<file path="src/rtl/obj_det_ctrl_if.sv">
// Camera timing, run control and BRAM sequencing signals of obj_det_ctrl.
// The controller takes the slave view; the capture/AXI side takes the master view.
interface obj_det_ctrl_if;
  logic        enable;
  logic        cam_vsync;
  logic        cam_pixel_valid;
  logic        recapture_req;
  logic [16:0] ref_addr;
  logic        ref_wren;
  logic        ref_bram_enable;
  logic [16:0] diff_addr;
  logic        diff_wren;
  logic        diff_bram_enable;
  logic        init_done;
  logic        frame_start;
  logic [2:0]  state_out;
  logic        short_frame;
  logic        overrun;

  modport master (
    output enable, cam_vsync, cam_pixel_valid, recapture_req,
    input  ref_addr, ref_wren, ref_bram_enable, diff_addr, diff_wren,
           diff_bram_enable, init_done, frame_start, state_out, short_frame, overrun
  );

  modport slave (
    input  enable, cam_vsync, cam_pixel_valid, recapture_req,
    output ref_addr, ref_wren, ref_bram_enable, diff_addr, diff_wren,
           diff_bram_enable, init_done, frame_start, state_out, short_frame, overrun
  );
endinterface

</file>
<file path="src/rtl/obj_det_ctrl.sv">
// Frame sequencing for the object-detection datapath: settle frames, reference
// capture into the ref BRAM, then continuous compare with read-latency-aligned diff strobes.
//
//   state       | meaning
//   IDLE        | disabled, all strobes low
//   SETTLE      | discarding SETTLE_FRAMES frames after enable
//   CAPTURE_REF | writing the current frame into the reference BRAM
//   COMPARE     | reading reference, diff strobes follow RD_LAT cycles later
module obj_det_ctrl #(
  parameter int H_ACTIVE      = 320,
  parameter int V_ACTIVE      = 240,
  parameter int SETTLE_FRAMES = 4,
  parameter int RD_LAT        = 2
) (
  input logic           pixel_clk,
  input logic           resetn,
  obj_det_ctrl_if.slave bus
);

  localparam int FRAME_PIX = H_ACTIVE * V_ACTIVE;
  localparam logic [16:0] FRAME_PIX_W = 17'(FRAME_PIX);
  localparam int SW = (SETTLE_FRAMES > 1) ? $clog2(SETTLE_FRAMES) : 1;
  localparam logic [SW-1:0] SETTLE_LOAD = SW'(SETTLE_FRAMES - 1);

  typedef enum logic [2:0] {
    IDLE        = 3'd0,
    SETTLE      = 3'd1,
    CAPTURE_REF = 3'd2,
    COMPARE     = 3'd3
  } state_t;

  state_t        state, next_state, mode;
  logic          vsync_q, vs_rise, full, pix_ok, ref_stb, cmp_stb;
  logic [16:0]   pix_cnt, idx, ref_addr, ref_addr_q;
  logic [SW-1:0] settle_cnt, settle_d;
  logic          recap_q, recap_d;
  logic          short_q, over_q, short_set, over_set, flag_clr;
  logic [16:0]   pipe_addr [RD_LAT];
  logic [RD_LAT-1:0] pipe_stb;

  always_comb begin
    vs_rise    = bus.cam_vsync & ~vsync_q;
    full       = (pix_cnt == FRAME_PIX_W);
    next_state = state;
    settle_d   = settle_cnt;
    recap_d    = 1'b0;
    case (state)
      IDLE: begin
        next_state = SETTLE;
        settle_d   = SETTLE_LOAD;
      end
      SETTLE: begin
        if (vs_rise) begin
          if (settle_cnt == '0) next_state = CAPTURE_REF;
          else                  settle_d   = settle_cnt - SW'(1);
        end
      end
      CAPTURE_REF: begin
        if (vs_rise && full) next_state = COMPARE;
      end
      COMPARE: begin
        if (vs_rise && recap_q) next_state = CAPTURE_REF;
        recap_d = vs_rise ? (~recap_q & bus.recapture_req) : (recap_q | bus.recapture_req);
      end
      default: next_state = IDLE;
    endcase
    if (!bus.enable) begin
      next_state = IDLE;
      recap_d    = 1'b0;
    end
  end

  // A pixel on a vs_rise cycle belongs to the frame that starts there, so it
  // follows the next state's role rather than the current one.
  always_comb begin
    mode      = !bus.enable ? IDLE : (vs_rise ? next_state : state);
    idx       = vs_rise ? 17'd0 : pix_cnt;
    pix_ok    = bus.cam_pixel_valid && (vs_rise || !full);
    ref_stb   = pix_ok && (mode == CAPTURE_REF || mode == COMPARE);
    cmp_stb   = pix_ok && (mode == COMPARE);
    ref_addr  = ref_stb ? idx : ref_addr_q;
    flag_clr  = (state == IDLE) && bus.enable;
    short_set = bus.enable && vs_rise && !full && (state == CAPTURE_REF || state == COMPARE);
    over_set  = bus.enable && !vs_rise && bus.cam_pixel_valid && full &&
                (state == CAPTURE_REF || state == COMPARE);
  end

  always_ff @(posedge pixel_clk or negedge resetn) begin
    if (!resetn) begin
      state      <= IDLE;
      vsync_q    <= 1'b0;
      pix_cnt    <= '0;
      settle_cnt <= '0;
      recap_q    <= 1'b0;
      short_q    <= 1'b0;
      over_q     <= 1'b0;
      ref_addr_q <= '0;
      pipe_stb   <= '0;
      for (int i = 0; i < RD_LAT; i++) pipe_addr[i] <= '0;
    end else begin
      state      <= next_state;
      vsync_q    <= bus.cam_vsync;
      settle_cnt <= settle_d;
      recap_q    <= recap_d;
      ref_addr_q <= ref_addr;
      if (vs_rise)                            pix_cnt <= {16'd0, bus.cam_pixel_valid};
      else if (bus.cam_pixel_valid && !full) pix_cnt <= pix_cnt + 17'd1;
      if (flag_clr) begin
        short_q <= 1'b0;
        over_q  <= 1'b0;
      end else begin
        if (short_set) short_q <= 1'b1;
        if (over_set)  over_q  <= 1'b1;
      end
      pipe_addr[0] <= ref_addr;
      pipe_stb[0]  <= cmp_stb;
      for (int i = 1; i < RD_LAT; i++) begin
        pipe_addr[i] <= pipe_addr[i-1];
        pipe_stb[i]  <= pipe_stb[i-1];
      end
      // Flush so no diff write can trail a disable.
      if (!bus.enable) pipe_stb <= '0;
    end
  end

  assign bus.ref_addr         = ref_addr;
  assign bus.ref_wren         = ref_stb && (mode == CAPTURE_REF);
  assign bus.ref_bram_enable  = ref_stb;
  assign bus.diff_addr        = pipe_addr[RD_LAT-1];
  assign bus.diff_wren        = pipe_stb[RD_LAT-1] & bus.enable;
  assign bus.diff_bram_enable = pipe_stb[RD_LAT-1] & bus.enable;
  assign bus.init_done        = (mode == COMPARE);
  assign bus.frame_start      = bus.enable && vs_rise && (state == COMPARE) && (next_state == COMPARE);
  assign bus.state_out        = state;
  assign bus.short_frame      = short_q;
  assign bus.overrun          = over_q;

endmodule

</file>
<file path="src/flat_wrapper.sv">
// flat-port wrapper written by rule: the top's interface ports become plain ports
module obj_det_ctrl_flat 
#(
  parameter int H_ACTIVE      = 320,
  parameter int V_ACTIVE      = 240,
  parameter int SETTLE_FRAMES = 4,
  parameter int RD_LAT        = 2
)
  (pixel_clk, resetn, bus_enable, bus_cam_vsync, bus_cam_pixel_valid, bus_recapture_req, bus_ref_addr, bus_ref_wren, bus_ref_bram_enable, bus_diff_addr, bus_diff_wren, bus_diff_bram_enable, bus_init_done, bus_frame_start, bus_state_out, bus_short_frame, bus_overrun);
  obj_det_ctrl_if bus_i ();
  input logic pixel_clk;
  input logic resetn;
  input wire logic [$bits(bus_i.enable)-1:0] bus_enable;
  input wire logic [$bits(bus_i.cam_vsync)-1:0] bus_cam_vsync;
  input wire logic [$bits(bus_i.cam_pixel_valid)-1:0] bus_cam_pixel_valid;
  input wire logic [$bits(bus_i.recapture_req)-1:0] bus_recapture_req;
  output wire logic [$bits(bus_i.ref_addr)-1:0] bus_ref_addr;
  output wire logic [$bits(bus_i.ref_wren)-1:0] bus_ref_wren;
  output wire logic [$bits(bus_i.ref_bram_enable)-1:0] bus_ref_bram_enable;
  output wire logic [$bits(bus_i.diff_addr)-1:0] bus_diff_addr;
  output wire logic [$bits(bus_i.diff_wren)-1:0] bus_diff_wren;
  output wire logic [$bits(bus_i.diff_bram_enable)-1:0] bus_diff_bram_enable;
  output wire logic [$bits(bus_i.init_done)-1:0] bus_init_done;
  output wire logic [$bits(bus_i.frame_start)-1:0] bus_frame_start;
  output wire logic [$bits(bus_i.state_out)-1:0] bus_state_out;
  output wire logic [$bits(bus_i.short_frame)-1:0] bus_short_frame;
  output wire logic [$bits(bus_i.overrun)-1:0] bus_overrun;
  assign bus_i.enable = bus_enable;
  assign bus_i.cam_vsync = bus_cam_vsync;
  assign bus_i.cam_pixel_valid = bus_cam_pixel_valid;
  assign bus_i.recapture_req = bus_recapture_req;
  assign bus_ref_addr = bus_i.ref_addr;
  assign bus_ref_wren = bus_i.ref_wren;
  assign bus_ref_bram_enable = bus_i.ref_bram_enable;
  assign bus_diff_addr = bus_i.diff_addr;
  assign bus_diff_wren = bus_i.diff_wren;
  assign bus_diff_bram_enable = bus_i.diff_bram_enable;
  assign bus_init_done = bus_i.init_done;
  assign bus_frame_start = bus_i.frame_start;
  assign bus_state_out = bus_i.state_out;
  assign bus_short_frame = bus_i.short_frame;
  assign bus_overrun = bus_i.overrun;
  obj_det_ctrl #(.H_ACTIVE(H_ACTIVE), .V_ACTIVE(V_ACTIVE), .SETTLE_FRAMES(SETTLE_FRAMES), .RD_LAT(RD_LAT)) u_core (.pixel_clk(pixel_clk), .resetn(resetn), .bus(bus_i));
endmodule
</file>
<file path="config.mk">
export PLATFORM = sky130hd
export DESIGN_NAME = obj_det_ctrl_flat
export DESIGN_NICKNAME = d
export VERILOG_FILES = /design/src/rtl/obj_det_ctrl_if.sv /design/src/rtl/obj_det_ctrl.sv /design/src/flat_wrapper.sv
export SDC_FILE = /design/constraint.sdc
export NUM_CORES = 1
export LEC_CHECK = 0
export ABC_CLOCK_PERIOD_IN_PS = 3030
export CAP_MARGIN = 25
export CORE_UTILIZATION = 40
export DETAILED_ROUTE_END_ITERATION = 12
export PLACE_DENSITY_LB_ADDON = 0.08
export SYNTH_ARGS = -nofsm -noshare
export SYNTH_HDL_FRONTEND = slang
export SYNTH_SLANG_ARGS = --single-unit
</file>
<file path="constraint.sdc">
create_clock -name pixel_clk -period 3.03 [get_ports pixel_clk]
set_clock_uncertainty 0.05 [all_clocks]
set_input_delay 0.606 -clock pixel_clk [delete_from_list [all_inputs] [get_ports pixel_clk]]
set_output_delay 0.606 -clock pixel_clk [all_outputs]
set_load 0.005 [all_outputs]
</file>
==> qor.yml, run 1 <==
timing:
  fin_crit_sh_pct: 95.8
  rsz0062_at_grt: "false"
  setup_ws_ns: 0.129
  setup_viol: 0
  holdWs_ns: 0.273
  slew_headroom_pct: 51.4
  max_freq_ghz: 0.345
  drv_slew: 0
  hold_viol: 0
  max_slew.worst_pin.slew_ns: 0.729
  fin_setup_tns_ns: 0
  period_minus_slack_ns: 2.90
pwr:
  comb_power_share_pct: 9.4
  finalPower_mw: 1.82
  powerDensity_nw_per_um2: 475
  p_int_mw: 1.40
  ir_drop_mv: 0.350
  p_leak_nw: 1.85
  switchingPower_uw: 420
  seq_power_share_pct: 46.8
  power.share.switching_pct: 23.0
  clock_power_share_pct: 43.8
run_status:
  outcome: "complete, but fails checks"
  violations: "DRC"
floorplanning:
  dieArea_um2: 7180
  core_um2: 6460
  die_h_um: 84.7
  placementRows: 29
  ios: 51
  start_util_pct: 42.4
  die_w_um: 84.7
yosys:
  postSynthAreaPerCell_um2: 11.1
  synth-edff-count: 0
  synthDominantCellAreaShare_pct: 56.7
  synthAdderAreaFrac_pct: 1.37
  synth_top_area_cell: "dfrtp_1"
  yosysWarnings: 0
  synthMuxAreaShare_pct: 0
  yosys-top-cells-area: "dfrtp_1, a22o_1, buf_4"
  synth-xor-area-share_pct: 2.88
  synth_common_cells: "dfrtp_1, buf_4, nor2_1, a22o_1, nand2_1"
  synth-compound-area-share_pct: 13.6
  netlist_area_um2: 2740
  synth_ff_type: "dfrtp_1"
  synth_cell_types: 45
  synth-seq-cells: 62
  ys_seq_area_share_pct: 56.7
  synth.most_common_cell: "dfrtp_1"
  synth_top_family_by_area: "simple AND/OR/NAND/NOR gates"
  synth_simple_gate_area_share_pct: 17.3
  syn_inst: 247
  syn-num-nets: 256
  async_flop_share_pct: 100
worst_setup_path:
  cpMostUsedCell: "buf_6"
  worstSetupStartpoint: "u_core.pix_cnt[0]$_DFFE_PN0P_"
  crit_slowest_cell: "dfrtp_1"
  r2r-start: "u_core.pix_cnt[0]$_DFFE_PN0P_"
  end_kind: "output pin"
  rr_worst_depth: 10
  cp_cell_sequence: "inv_2 -> ha_4 -> nor4bb_4 -> nand4_1 -> buf_6 -> o211ai_4 -> buf_6 -> buf_4 -> inv_1 -> dlygate4sd2_1"
  required_ns: 2.37
  arrival_ns: 2.25
  critical_path_class: "flop to output pin"
  worst_setup_path_start_kind: "flop"
  rr_endpoint: "u_core.ref_addr_q[13]$_DFF_PN0_"
  max_stage_delay_ns: 0.40
  reg2reg_slack_ns: 1.02
  worst-path-max-fanout: 6
cells_and_area:
  final_cells: 421
  nets: 348
  fin_area_um2: 3840
  multi_input_area_um2: 1040
  drive_above_1_share_pct: 30.5
  antenna_cells: 0
  fin_util_pct: 59.5
  register_area_um2: 1550
  n_fill_cell: 575
  area_delta_synth_final_pct: 40.4
clock_network:
  cts.sinks: 62
  htreeDepth: 3
  clockBufferDepth: 2
  cts_made_buffers: 9
  clk-insertion-delay-late_ns: 0.34
  cts_root_buffer: "clkbuf_8"
  cts.reportedPaths.clkPinSlew_ns: 0.07
  cts_tree: "done"
min_path:
  hp-class: "input port to asynchronous set/reset pin"
route:
  ant_nets: 0
  met3_length_um: 303
  drt-initial-drc-count: 157
  dr.pass1.iters: 11
  wl_mm: 6.57
  wl_met2_mm: 3.14
  vias: 2193
  drt-met1-wl_mm: 2.99
  wire_per_inst_um: 15.6
  drc: 1
  viasPerCell: 5.21
  highest_layer: "met4"
placed_design:
  place_area_um2: 3450
  gp_congestion: 0.819
  dp_slack_ns: -0.227
  dp.cells: 384
  port_buffers: 50
  hpwlAfterDp_mm: 4.22
grt:
  grt_max_degree: 34
  grt_pass1_wl_mm: 11.1
  grt_pass1_vias: 2271
  antenna_found_initial: 0
  gr-total-overflow: 0
  grt_usage_pct: 20.6
run:
  maxCapViolCount: 0
cells in the final DEF (no fill, tap or decap), drive strengths merged, types with 3 or more instances in the layout:
cell type,netlist,final
buf,20,66
dfrtp,62,62
clkdlybuf4s50,0,27
clkbuf,9,23
nor2,19,19
a22o,17,17
nand2,15,15
inv,10,10
o21ai,9,9
nor4,8,8
a21oi,7,7
nand3,6,6
xnor2,6,6
nand4,6,6
nor3,5,5
a211oi,4,4
dlygate4sd2,0,4
xor2,3,3
a31oi,3,3
a41o,3,3
or3,3,3
ha,3,3
cells by family after synthesis:
group | after synthesis
AOI/OAI and AO/OA | 50
adders and majority gates | 3
other | 1
DFF | 62
and+or+nand+nor | 83
xor gates and xnor gates | 9
buffers and inverters | 39
state kept, by name, summed over array words and instances (netlist names):
name / count
u_core.bus.short_frame: 1
u_core.pipe_stb: 2
u_core.pix_cnt: 17
u_core.settle_cnt: 2
u_core.ref_addr_q: 17
u_core.bus.state_out: 3
u_core.vsync_q: 1
u_core.bus.overrun: 1
u_core.recap_q: 1
u_core.bus.diff_addr: 17
power groups by stage:
| stage | Combinational (mW) | Clock (mW) | Sequential [mW] |
|---|---|---|---|
| finish | 0.172 | 0.798 | 0.854 |
| global route | 0.191 | 0.848 | 0.855 |
| CTS | 0.166 | 0.814 | 0.853 |
| detailed placement | 0.149 | 0 | 0.867 |
| global placement | 0.148 | 0 | 0.866 |
| floorplan | 0.0587 | 0 | 0.873 |
what timing repair did:
| action | CTS | global route |
|---|---|---|
| buffers inserted | 14 | 7 |
| pin swaps | 11 | 12 |
| gates resized for setup | 62 | 23 |
| hold buffers | 0 | 0 |
| cloned | 1 | 1 |
| endpoints found under the setup margin | 20 | 19 |
routing by layer:
layer | vias to the layer above | track usage, %
met2 | 62 | 32.2
li1 | 1053 | -
met1 | 1067 | 26.2
met3 | 11 | 6.59
met5 | - | 0
met4 | 0 | 9.55
worst max-delay path: cells and delay by family (launching register included):
family / cells / cell delay [ns]
DFF: 1 / 0.40
adders and majority gates: 1 / 0.14
and+or+nand+nor: 2 / 0.31
AOI/OAI and AO/OA: 1 / 0.26
buffers and inverters: 6 / 0.80
worst max path at each step:
stage	end	slack, ns
global route	bus_ref_addr[11]	0.003
floorplan	bus_ref_addr[10]	0.61
global placement	bus_ref_addr[8]	-0.15
finish	bus_ref_bram_enable	0.13
detailed placement	bus_ref_addr[7]	-0.23
CTS	bus_init_done	-0.07
cell type report:
class,instances,area share [%]
clock buffers,12,3.78
clock inverters,4,1.82
inverters,10,0.977
multi-input cells,146,27.1
flip-flops and latches,62,40.4
well taps,77,2.51
repair buffers,110,23.4
Note: power is estimated with default switching activity, not from simulation.
==> run 2: changes to the inputs <==
--- a/config.mk
+++ b/config.mk
@@ -7,6 +7,8 @@
 export LEC_CHECK = 0
 export ABC_CLOCK_PERIOD_IN_PS = 3030
 export CAP_MARGIN = 25
+export CELL_PAD_IN_SITES_DETAIL_PLACEMENT = 1
+export CELL_PAD_IN_SITES_GLOBAL_PLACEMENT = 1
 export CORE_UTILIZATION = 40
 export DETAILED_ROUTE_END_ITERATION = 12
 export PLACE_DENSITY_LB_ADDON = 0.08
==> qor.yml, run 2 (synthesis gave the netlist of run 1 again) <==
grt:
  antenna_found_initial: 0  # unchanged
  grt_max_degree: 63  # +85%
  grt_usage_pct: 21.8  # +1.2 points
  grt_pass1_vias: 2337  # +2.9%
  gr-total-overflow: 0  # unchanged
  grt_pass1_wl_mm: 11.9  # +7.5%
floorplanning:
  core_um2: 6460  # unchanged
  ios: 51  # unchanged
  start_util_pct: 42.4  # unchanged
  dieArea_um2: 7180  # unchanged
  die_w_um: 84.7  # unchanged
  placementRows: 29  # unchanged
  die_h_um: 84.7  # unchanged
timing:
  setup_viol: 1  # +1
  max_freq_ghz: 0.328  # -4.9%
  rsz0062_at_grt: "true"
  setup_ws_ns: -0.0217  # -0.150 ns
  hold_viol: 0  # unchanged
  period_minus_slack_ns: 3.05  # +0.150 ns
  fin_crit_sh_pct: 101  # +5.0 points
  holdWs_ns: 0.219  # -0.0544 ns
  drv_slew: 0  # unchanged
route:
  wl_mm: 7.26  # +11%
  ant_nets: 0  # unchanged
  drc: 0  # -1
  wire_per_inst_um: 17.8  # +14%
  vias: 2211  # +0.82%
  drt-initial-drc-count: 72  # -54%
  dr.pass1.iters: 6  # -5
  viasPerCell: 5.42  # +4.0%
clock_network:
  cts.sinks: 62  # unchanged
  cts_made_buffers: 9  # unchanged
  clk-insertion-delay-late_ns: 0.33  # about the same
  cts_root_buffer: "clkbuf_8"
  cts_tree: "done"
  clockBufferDepth: 2  # unchanged
  htreeDepth: 3  # unchanged
  cts.reportedPaths.clkPinSlew_ns: 0.07  # about the same
cells_and_area:
  area_delta_synth_final_pct: 37.9
  nets: 336  # -3.4%
  antenna_cells: 0  # unchanged
  n_fill_cell: 696  # +21%
  final_common_cell: "dfrtp_1"
  final_cell_mix: "dfrtp_1, buf_4, clkdlybuf4s50_1"
  drive_above_1_share_pct: 29.0  # -1.5 points
run_status:
  violations: "setup timing"
  outcome: "complete, but fails checks"
pwr:
  seq_power_share_pct: 49.7  # +2.9 points
  finalPower_mw: 1.72  # -5.8%
  switchingPower_uw: 407  # -3.1%
  powerDensity_nw_per_um2: 455  # -4.1%
  power.share.switching_pct: 23.7  # +0.65 points
  ir_drop_mv: 0.352  # +0.41%
  clock_power_share_pct: 40.8  # -3.0 points
  p_leak_nw: 1.78  # -3.7%
  comb_power_share_pct: 9.5  # about the same
  p_int_mw: 1.31  # -6.6%
worst_setup_path:
  critical_path_class: "input port to output pin"
  required_ns: 2.37  # about the same
  end_kind: "output pin"
  arrival_ns: 2.40  # +0.15 ns
  worst-path-max-fanout: 4  # -2
  worst_setup_path_start_kind: "input port"
run:
  maxCapViolCount: 0  # unchanged
placed_design:
  hpwlAfterDp_mm: 4.71  # +11%
  port_buffers: 50  # unchanged
  gp_congestion: 0.777  # -5.1%
min_path:
  hp-class: "input port to asynchronous set/reset pin"
run 2: cell type report:
cell class / count / area [µm²] / area share [%]
multi-input combinational: 146 / 1070 / 28.4
clock buffer: 14 / 153 / 4.05
tap: 77 / 96.3 / 2.55
sequential: 62 / 1550 / 41.2
timing repair buffer: 98 / 831 / 22.0
clock inverter: 1 / 30.0 / 0.796
inverter: 10 / 37.5 / 0.995
run 2: layer usage:
metal	track usage [%]	vias to the layer above	part of all wire (%)
li1	-	1029	-
met1	26.8	1112	44
met2	37.4	62	51
met3	6.10	8	4.6
met4	6.63	0	1.1
met5	0	-	0
run 2: worst max-delay path, cell delays in order:
cell and delay [ns]:
clkdlybuf4s50_1 0.52, and2b_1 0.15, a21boi_2 0.23, o211ai_4 0.15, a211oi_2 0.19, clkdlybuf4s50_1 0.54
run 2: final timing paths:
kind | startpoint | endpoint | slack (ns) | cells past startpoint
setup / recovery | bus_enable | bus_ref_wren | -0.02 | 6
hold / removal | resetn | u_core.ref_addr_q[0]$_DFF_PN0_ | 0.22 | 2
setup reg to reg | u_core.pix_cnt[0]$_DFFE_PN0P_ | u_core.ref_addr_q[2]$_DFF_PN0_ | 0.94 | 10
hold reg to reg | u_core.ref_addr_q[11]$_DFF_PN0_ | u_core.bus.diff_addr[11]$_DFF_PN0_ | 0.32 | 0
max in group asynchronous | resetn | u_core.bus.state_out[1]$_DFF_PN0_ | 2.41 | 2
min in group pixel_clk | u_core.ref_addr_q[11]$_DFF_PN0_ | u_core.bus.diff_addr[11]$_DFF_PN0_ | 0.32 | 0
run 2: power by group through the flow:
stage                     Sequential, mW  Clock [mW]  Combinational, mW
after detailed placement           0.868           0              0.150
final                              0.855       0.701              0.163
after CTS                          0.854       0.722              0.164
after global routing               0.856       0.754              0.182
after floorplan                    0.873           0             0.0587
after global placement             0.868           0              0.146
run 2: per-stage QoR:
stage	area (µm²)	util [%]	cells	setup WS, ns	TNS (ns)
floorplan	2740	-	247	0.609	0
global placement	3450	53.4	384	-0.171	-2.73
detailed placement	3450	53.4	384	-0.209	-3.37
CTS	3800	58.8	404	0.00397	0
global route	3770	58.4	408	-0.118	-0.445
finish	3770	58.4	408	-0.0217	-0.0217
run 2: repair_timing:
item	CTS	global route
hold buffers	0	0
endpoints found under the setup margin	21	21
pin swaps	6	6
gates cloned	1	1
buffers inserted	4	3
resized for setup	65	21
